File: config.mk
export PLATFORM = sky130hd
export DESIGN_NAME = wptr_full_ctrl
export DESIGN_NICKNAME = d
export VERILOG_FILES = /design/src/rtl/fifo_pkg.sv /design/src/rtl/gray2bin_conv.sv /design/src/rtl/wptr_full_ctrl.sv
export SDC_FILE = /design/constraint.sdc
export NUM_CORES = 1
export LEC_CHECK = 0
export CAP_MARGIN = 10
export CORE_UTILIZATION = 39
export CTS_BUF_LIST = sky130_fd_sc_hd__clkbuf_4
export DETAILED_ROUTE_END_ITERATION = 8
export HOLD_SLACK_MARGIN = 0.02
export PLACE_DENSITY_LB_ADDON = 0.3
export SLEW_MARGIN = 20
export SYNTH_ARGS = -nofsm -noshare
export SYNTH_HDL_FRONTEND = slang
export SYNTH_SLANG_ARGS = --single-unit
File: constraint.sdc
create_clock -name wclk -period 2.31 [get_ports wclk]
set_input_delay 0.3465 -clock wclk [delete_from_list [all_inputs] [get_ports wclk]]
set_output_delay 0.3465 -clock wclk [all_outputs]
set_load 0.1 [all_outputs]
File: src/rtl/fifo_pkg.sv
`default_nettype none
// ============================================================================
//  Module      : fifo_pkg
//  Description : Shared async-FIFO helpers. Holds the pointer-width and depth
//                derivations and the Gray <-> binary conversion functions used
//                by both pointer domains.
//  Revision    : 1.0  initial release
// ============================================================================
package fifo_pkg;

    // Widest pointer the helper functions handle. Narrower pointers are
    // zero-extended on the way in and truncated on the way out.
    localparam int C_MAXW = 32;

    // Pointer width: one extra MSB beyond the RAM address, to tell full from empty.
    function automatic int ptrw_of(input int addrsize);
        return addrsize + 1;
    endfunction

    // Number of RAM entries for a given address width.
    function automatic int depth_of(input int addrsize);
        return 1 << addrsize;
    endfunction

    // Reflected binary code. Zero upper bits stay zero, so this works at any width.
    function automatic logic [C_MAXW-1:0] bin2gray(input logic [C_MAXW-1:0] b);
        return b ^ (b >> 1);
    endfunction

    // Prefix XOR from the MSB down. Zero-extended inputs convert correctly.
    function automatic logic [C_MAXW-1:0] gray2bin(input logic [C_MAXW-1:0] g);
        logic [C_MAXW-1:0] b;
        b[C_MAXW-1] = g[C_MAXW-1];
        for (int i = C_MAXW - 2; i >= 0; i--) begin
            b[i] = b[i+1] ^ g[i];
        end
        return b;
    endfunction

endpackage : fifo_pkg
`default_nettype wire

File: src/rtl/gray2bin_conv.sv
`default_nettype none
// ============================================================================
//  Module      : gray2bin_conv
//  Description : Combinational Gray-to-binary converter of parameterised
//                width. Each binary bit is the XOR of all Gray bits at or
//                above its position.
//  Revision    : 1.0  initial release
// ============================================================================
module gray2bin_conv #(
    parameter int WIDTH = 5
) (
    input  logic [WIDTH-1:0] gray_i,
    output logic [WIDTH-1:0] bin_o
);

    // Each bit is a reduction over a slice rather than a chain through
    // bin_o, so no output bit feeds back into another.
    for (genvar i = 0; i < WIDTH; i++) begin : g_bit
        assign bin_o[i] = ^gray_i[WIDTH-1:i];
    end

endmodule : gray2bin_conv
`default_nettype wire

File: src/rtl/wptr_full_ctrl.sv
`default_nettype none
// ============================================================================
//  Module      : wptr_full_ctrl
//  Description : Write-domain pointer and flag controller for the async FIFO.
//                Keeps binary and Gray write pointers, produces full,
//                programmable almost-full, fill level and a sticky overflow
//                flag from the synchronised Gray read pointer.
//  Options     : WPTR_FULL_DROP_CNT_EN - when defined, wdrop_cnt counts
//                dropped writes (saturating 16-bit); otherwise it is tied 0.
//  Revision    : 1.0  initial release
// ============================================================================
module wptr_full_ctrl
    import fifo_pkg::*;
#(
    parameter int ADDRSIZE     = 4,
    parameter int AFULL_THRESH = 12
) (
    input  logic                wclk,
    input  logic                wrst_n,
    input  logic                winc,
    input  logic [ADDRSIZE:0]   wq2_rptr,
    input  logic                wovf_clr,
    output logic [ADDRSIZE-1:0] waddr,
    output logic [ADDRSIZE:0]   wptr,
    output logic                wfull,
    output logic                walmost_full,
    output logic [ADDRSIZE:0]   wlevel,
    output logic                woverflow,
    output logic [15:0]         wdrop_cnt
);

    localparam int              PTRW    = ptrw_of(ADDRSIZE);
    localparam logic [PTRW-1:0] C_AFULL = PTRW'(AFULL_THRESH);

    // ------------------------------------------------------------------
    // State
    // ------------------------------------------------------------------
    logic [PTRW-1:0] wbin_q,   wbin_d;
    logic [PTRW-1:0] wptr_q,   wptr_d;
    logic            wfull_q,  wfull_d;
    logic            wafull_q, wafull_d;
    logic [PTRW-1:0] wlevel_q, wlevel_d;
    logic            wovf_q,   wovf_d;

    // ------------------------------------------------------------------
    // Combinational next-state terms
    // ------------------------------------------------------------------
    logic            w_accept;      // write actually taken this cycle
    logic            w_drop;        // write attempted while full
    logic [PTRW-1:0] w_rbin_sync;   // read pointer in binary
    logic [PTRW-1:0] w_full_gray;   // Gray value the write pointer has when full

    // Read pointer arrives in Gray through the 2-FF synchroniser; convert
    // once here so the fill computation is plain binary subtraction.
    gray2bin_conv #(
        .WIDTH (PTRW)
    ) u_rptr_g2b (
        .gray_i (wq2_rptr),
        .bin_o  (w_rbin_sync)
    );

    // Full means the write pointer is exactly one lap ahead: the top two
    // Gray bits are inverted relative to the read pointer, the rest match.
    assign w_full_gray = {~wq2_rptr[PTRW-1:PTRW-2], wq2_rptr[PTRW-3:0]};

    assign w_accept = winc & ~wfull_q;
    assign w_drop   = winc &  wfull_q;

    // Next pointer, flags and level, all derived from the post-write pointer
    // so an accepted write is reflected on the same edge it is taken.
    always_comb begin
        logic [PTRW-1:0] fill_next;
        wbin_d    = wbin_q + PTRW'(w_accept);
        wptr_d    = PTRW'(bin2gray(C_MAXW'(wbin_d)));
        fill_next = wbin_d - w_rbin_sync;
        wfull_d   = (wptr_d == w_full_gray);
        wafull_d  = (fill_next >= C_AFULL);
        wlevel_d  = fill_next;
    end

    // Sticky overflow: a dropped write sets it and beats a same-cycle clear.
    always_comb begin
        wovf_d = wovf_q;
        if (w_drop) begin
            wovf_d = 1'b1;
        end else if (wovf_clr) begin
            wovf_d = 1'b0;
        end
    end

    // Pointer and flag registers; reset asserts asynchronously.
    always_ff @(posedge wclk or negedge wrst_n) begin
        if (!wrst_n) begin
            wbin_q   <= '0;
            wptr_q   <= '0;
            wfull_q  <= 1'b0;
            wafull_q <= 1'b0;
            wlevel_q <= '0;
            wovf_q   <= 1'b0;
        end else begin
            wbin_q   <= wbin_d;
            wptr_q   <= wptr_d;
            wfull_q  <= wfull_d;
            wafull_q <= wafull_d;
            wlevel_q <= wlevel_d;
            wovf_q   <= wovf_d;
        end
    end

`ifdef WPTR_FULL_DROP_CNT_EN
    logic [15:0] drop_cnt_q, drop_cnt_d;

    // Dropped-write counter: saturates at all-ones; a drop in the same cycle
    // as a clear restarts the count at one rather than zero.
    always_comb begin
        drop_cnt_d = drop_cnt_q;
        if (w_drop) begin
            if (wovf_clr) begin
                drop_cnt_d = 16'd1;
            end else if (drop_cnt_q != 16'hFFFF) begin
                drop_cnt_d = drop_cnt_q + 16'd1;
            end
        end else if (wovf_clr) begin
            drop_cnt_d = 16'd0;
        end
    end

    // Counter register.
    always_ff @(posedge wclk or negedge wrst_n) begin
        if (!wrst_n) begin
            drop_cnt_q <= 16'd0;
        end else begin
            drop_cnt_q <= drop_cnt_d;
        end
    end

    assign wdrop_cnt = drop_cnt_q;
`else
    assign wdrop_cnt = 16'h0000;
`endif

    // ------------------------------------------------------------------
    // Outputs
    // ------------------------------------------------------------------
    assign waddr        = wbin_q[PTRW-2:0];
    assign wptr         = wptr_q;
    assign wfull        = wfull_q;
    assign walmost_full = wafull_q;
    assign wlevel       = wlevel_q;
    assign woverflow    = wovf_q;

endmodule : wptr_full_ctrl
`default_nettype wire

==> metrics <==
number of buffers on the longest clock path 2; unrepaired setup endpoints after global routing yes; multi-input combinational cell area 554 um^2; placed instance area 1370 um^2; Skew-Pair Late Insertion Delay 0.29 ns; total instance count after detailed placement 159; RePlAce Congestion 0.772; sequential fraction of the synthesis area 42.3%; clock sink count 17; Clk pin slew, worst setup/hold paths 0.10 ns; Slew Viols, Final 0; growth of design area from synthesis to finish 45.1%; number of violations of the max-capacitance limit 0; Post-DP HPWL 1520 um; DRC viols 0; maximum net fanout on the critical path 2; footprint of the flip-flops and latches 433 um^2; violations in the final reports setup timing; clock tree from TritonCTS built; startpoint kind of the worst setup timing path input port; total length of routed wires 1960 um; Setup Skew 0.00740 ns; maximum number of pins on one net before global-route repair 18; Setup TNS -0.158 ns; number of enable flip-flop cells after synthesis 0; leading post-synthesis cells by cell area dfrtp_1, buf_4, xor2_1; final non-filler cell area 1460 um^2; time the worst path needs with I/O delays and setup 2.47 ns; total via count after detailed routing 717; count of pins on the block boundary 42; Commonest cells post-synth dfrtp_1, buf_4, xor2_1, xnor2_1, inv_1; highest achievable clock rate 405 MHz; total of endpoints with negative setup slack in the final report 2; number of instances in the synthesized netlist 87; result of the run complete, but fails checks; Final Hold Fails 0; Synth async-reset ratio 100%; average routed wire per standard cell 11.6 um; TritonCTS buffer count 3; via/cell ratio 4.24; average footprint of a synthesized cell 11.6 um^2; post-synth design cell area 1010 um^2; critical path's slowest cell xnor3_2; number of buffer cells added on primary ports 25; first-pass GRT wire length 2940 um; critical path data arrival time 2.64 ns; share of the cycle needed by the critical path after routing 107%; worst path setup slack after routing -0.156 ns; biggest cell delay along the critical path 0.44 ns; vertical extent of the die 52.8 um; antenna fix cells 0; first-pass detailed-route iteration total 4; DRT iter0 DRCs 2; clock root buffer clkbuf_4; area leader, netlist dfrtp_1; total of warnings raised by yosys 0; antenna violations before repair 0; layout cell share with drive strength beyond 1 48.9%; worst-path cell chain buf_6 > xnor3_2 > xor2_2 > xnor2_1 > ha_2 > inv_2 > fa_2 > maj3_2 > a21oi_2 > xnor2_2 > a311o_1; critical path class input port to register; filler cell count in the final layout 214; post-synth top area share 42.3%; x dimension of the die 52.8 um; Die Area 2790 um^2; CP Buf/Inv Count 2; Starting Density 41.0%; flip-flop and latch count after synthesis 17; predominant post-synthesis flop cell dfrtp_1; kind of end point of the critical path register; # H-tree levels 1; number of placement rows 18; Worst path top cell family by delay XOR/XNOR gates; Net count, final 154; via count of the first global-routing pass 656; aggregate global-route resource usage 15.5%; number of unique standard cell types used by synthesis 27; Hold/Removal Path Class input port to asynchronous set/reset pin; core area 2450 um^2; antenna-violating nets left 0; Data required, critical path 2.48 ns; cell with the most instances after synthesis dfrtp_1; global-route congestion overflow total 0; Finished Layout Cells 169; Hold Slack 0.381 ns; quantity of hold-fixing buffers added after cts 0
## registers in the layout, indices dropped and copies added, names as in the netlist
name,count
wlevel,5
woverflow,1
wptr,4
wfull,1
wbin_q,5
walmost_full,1
## area by class of cell
| class | count | share of cell area (%) |
|---|---|---|
| sequential | 17 | 29.6 |
| multi-input combinational | 64 | 38.0 |
| clock inverter | 1 | 0.343 |
| tap | 30 | 2.57 |
| clock buffer | 3 | 1.54 |
| timing repair buffer | 49 | 26.6 |
| inverter | 5 | 1.29 |
## final timing paths
kind                             startpoint  cells past startpoint  slack, ns      endpoint
worst max register to register        wfull                      8      -0.06  walmost_full
worst min-delay path                 wrst_n                      2       0.38     woverflow
worst max-delay path            wq2_rptr[3]                     11      -0.16  walmost_full
worst min register to register    woverflow                      2       0.54     woverflow
min in group wclk                      winc                      3       0.45     woverflow
max in group asynchronous            wrst_n                      2       1.72         wfull
## cell usage in the layout (no fill, tap or decap), types with 3 or more instances in the layout
| cell type | count |
|---|---|
| buf_4 | 41 |
| conb_1 | 16 |
| dfrtp_1 | 13 |
| xor2_1 | 9 |
| xnor2_1 | 7 |
| inv_1 | 4 |
| nand3_1 | 3 |
| clkbuf_4 | 3 |
| clkdlybuf4s50_1 | 3 |
| buf_6 | 3 |
| dfrtp_2 | 3 |
## timing repair
action | in CTS | in global routing
buffers inserted | 4 | 2
pin swaps | 8 | 9
setup endpoints to repair | 5 | 3
gates resized for setup | 16 | 4
## cells by family after synthesis
logic type	Yosys count	synth area share, %
XOR/XNOR	22	23.3
buffers and inverters	21	13.8
flip-flops	17	42.3
AND/OR/NAND/NOR	13	7.46
AO/OA/AOI/OAI	7	4.73
adder cells (fa/ha/maj)	6	8.08
other	1	0.373
## stage by stage
step / utilization [%] / worst slack [ns]
2_1_floorplan: - / -0.361
3_3_place_gp: 55.8 / -0.785
3_5_place_dp: 55.8 / -0.876
4_1_cts: 58.3 / -0.196
5_1_grt: 59.5 / -0.195
6_report: 59.5 / -0.156
## metal layers
metal | vias to the layer above | GRT usage [%] | routed length [um]
li1 | 351 | - | -
met1 | 339 | 16.3 | 749
met2 | 25 | 27.6 | 1100
met3 | 2 | 1.74 | 84
met4 | 0 | 11.8 | 27
met5 | - | 0 | 0
Power is left out: the tool's default activity adds up to more than one toggle a clock period on the data nets, which glitch-free logic cannot reach.
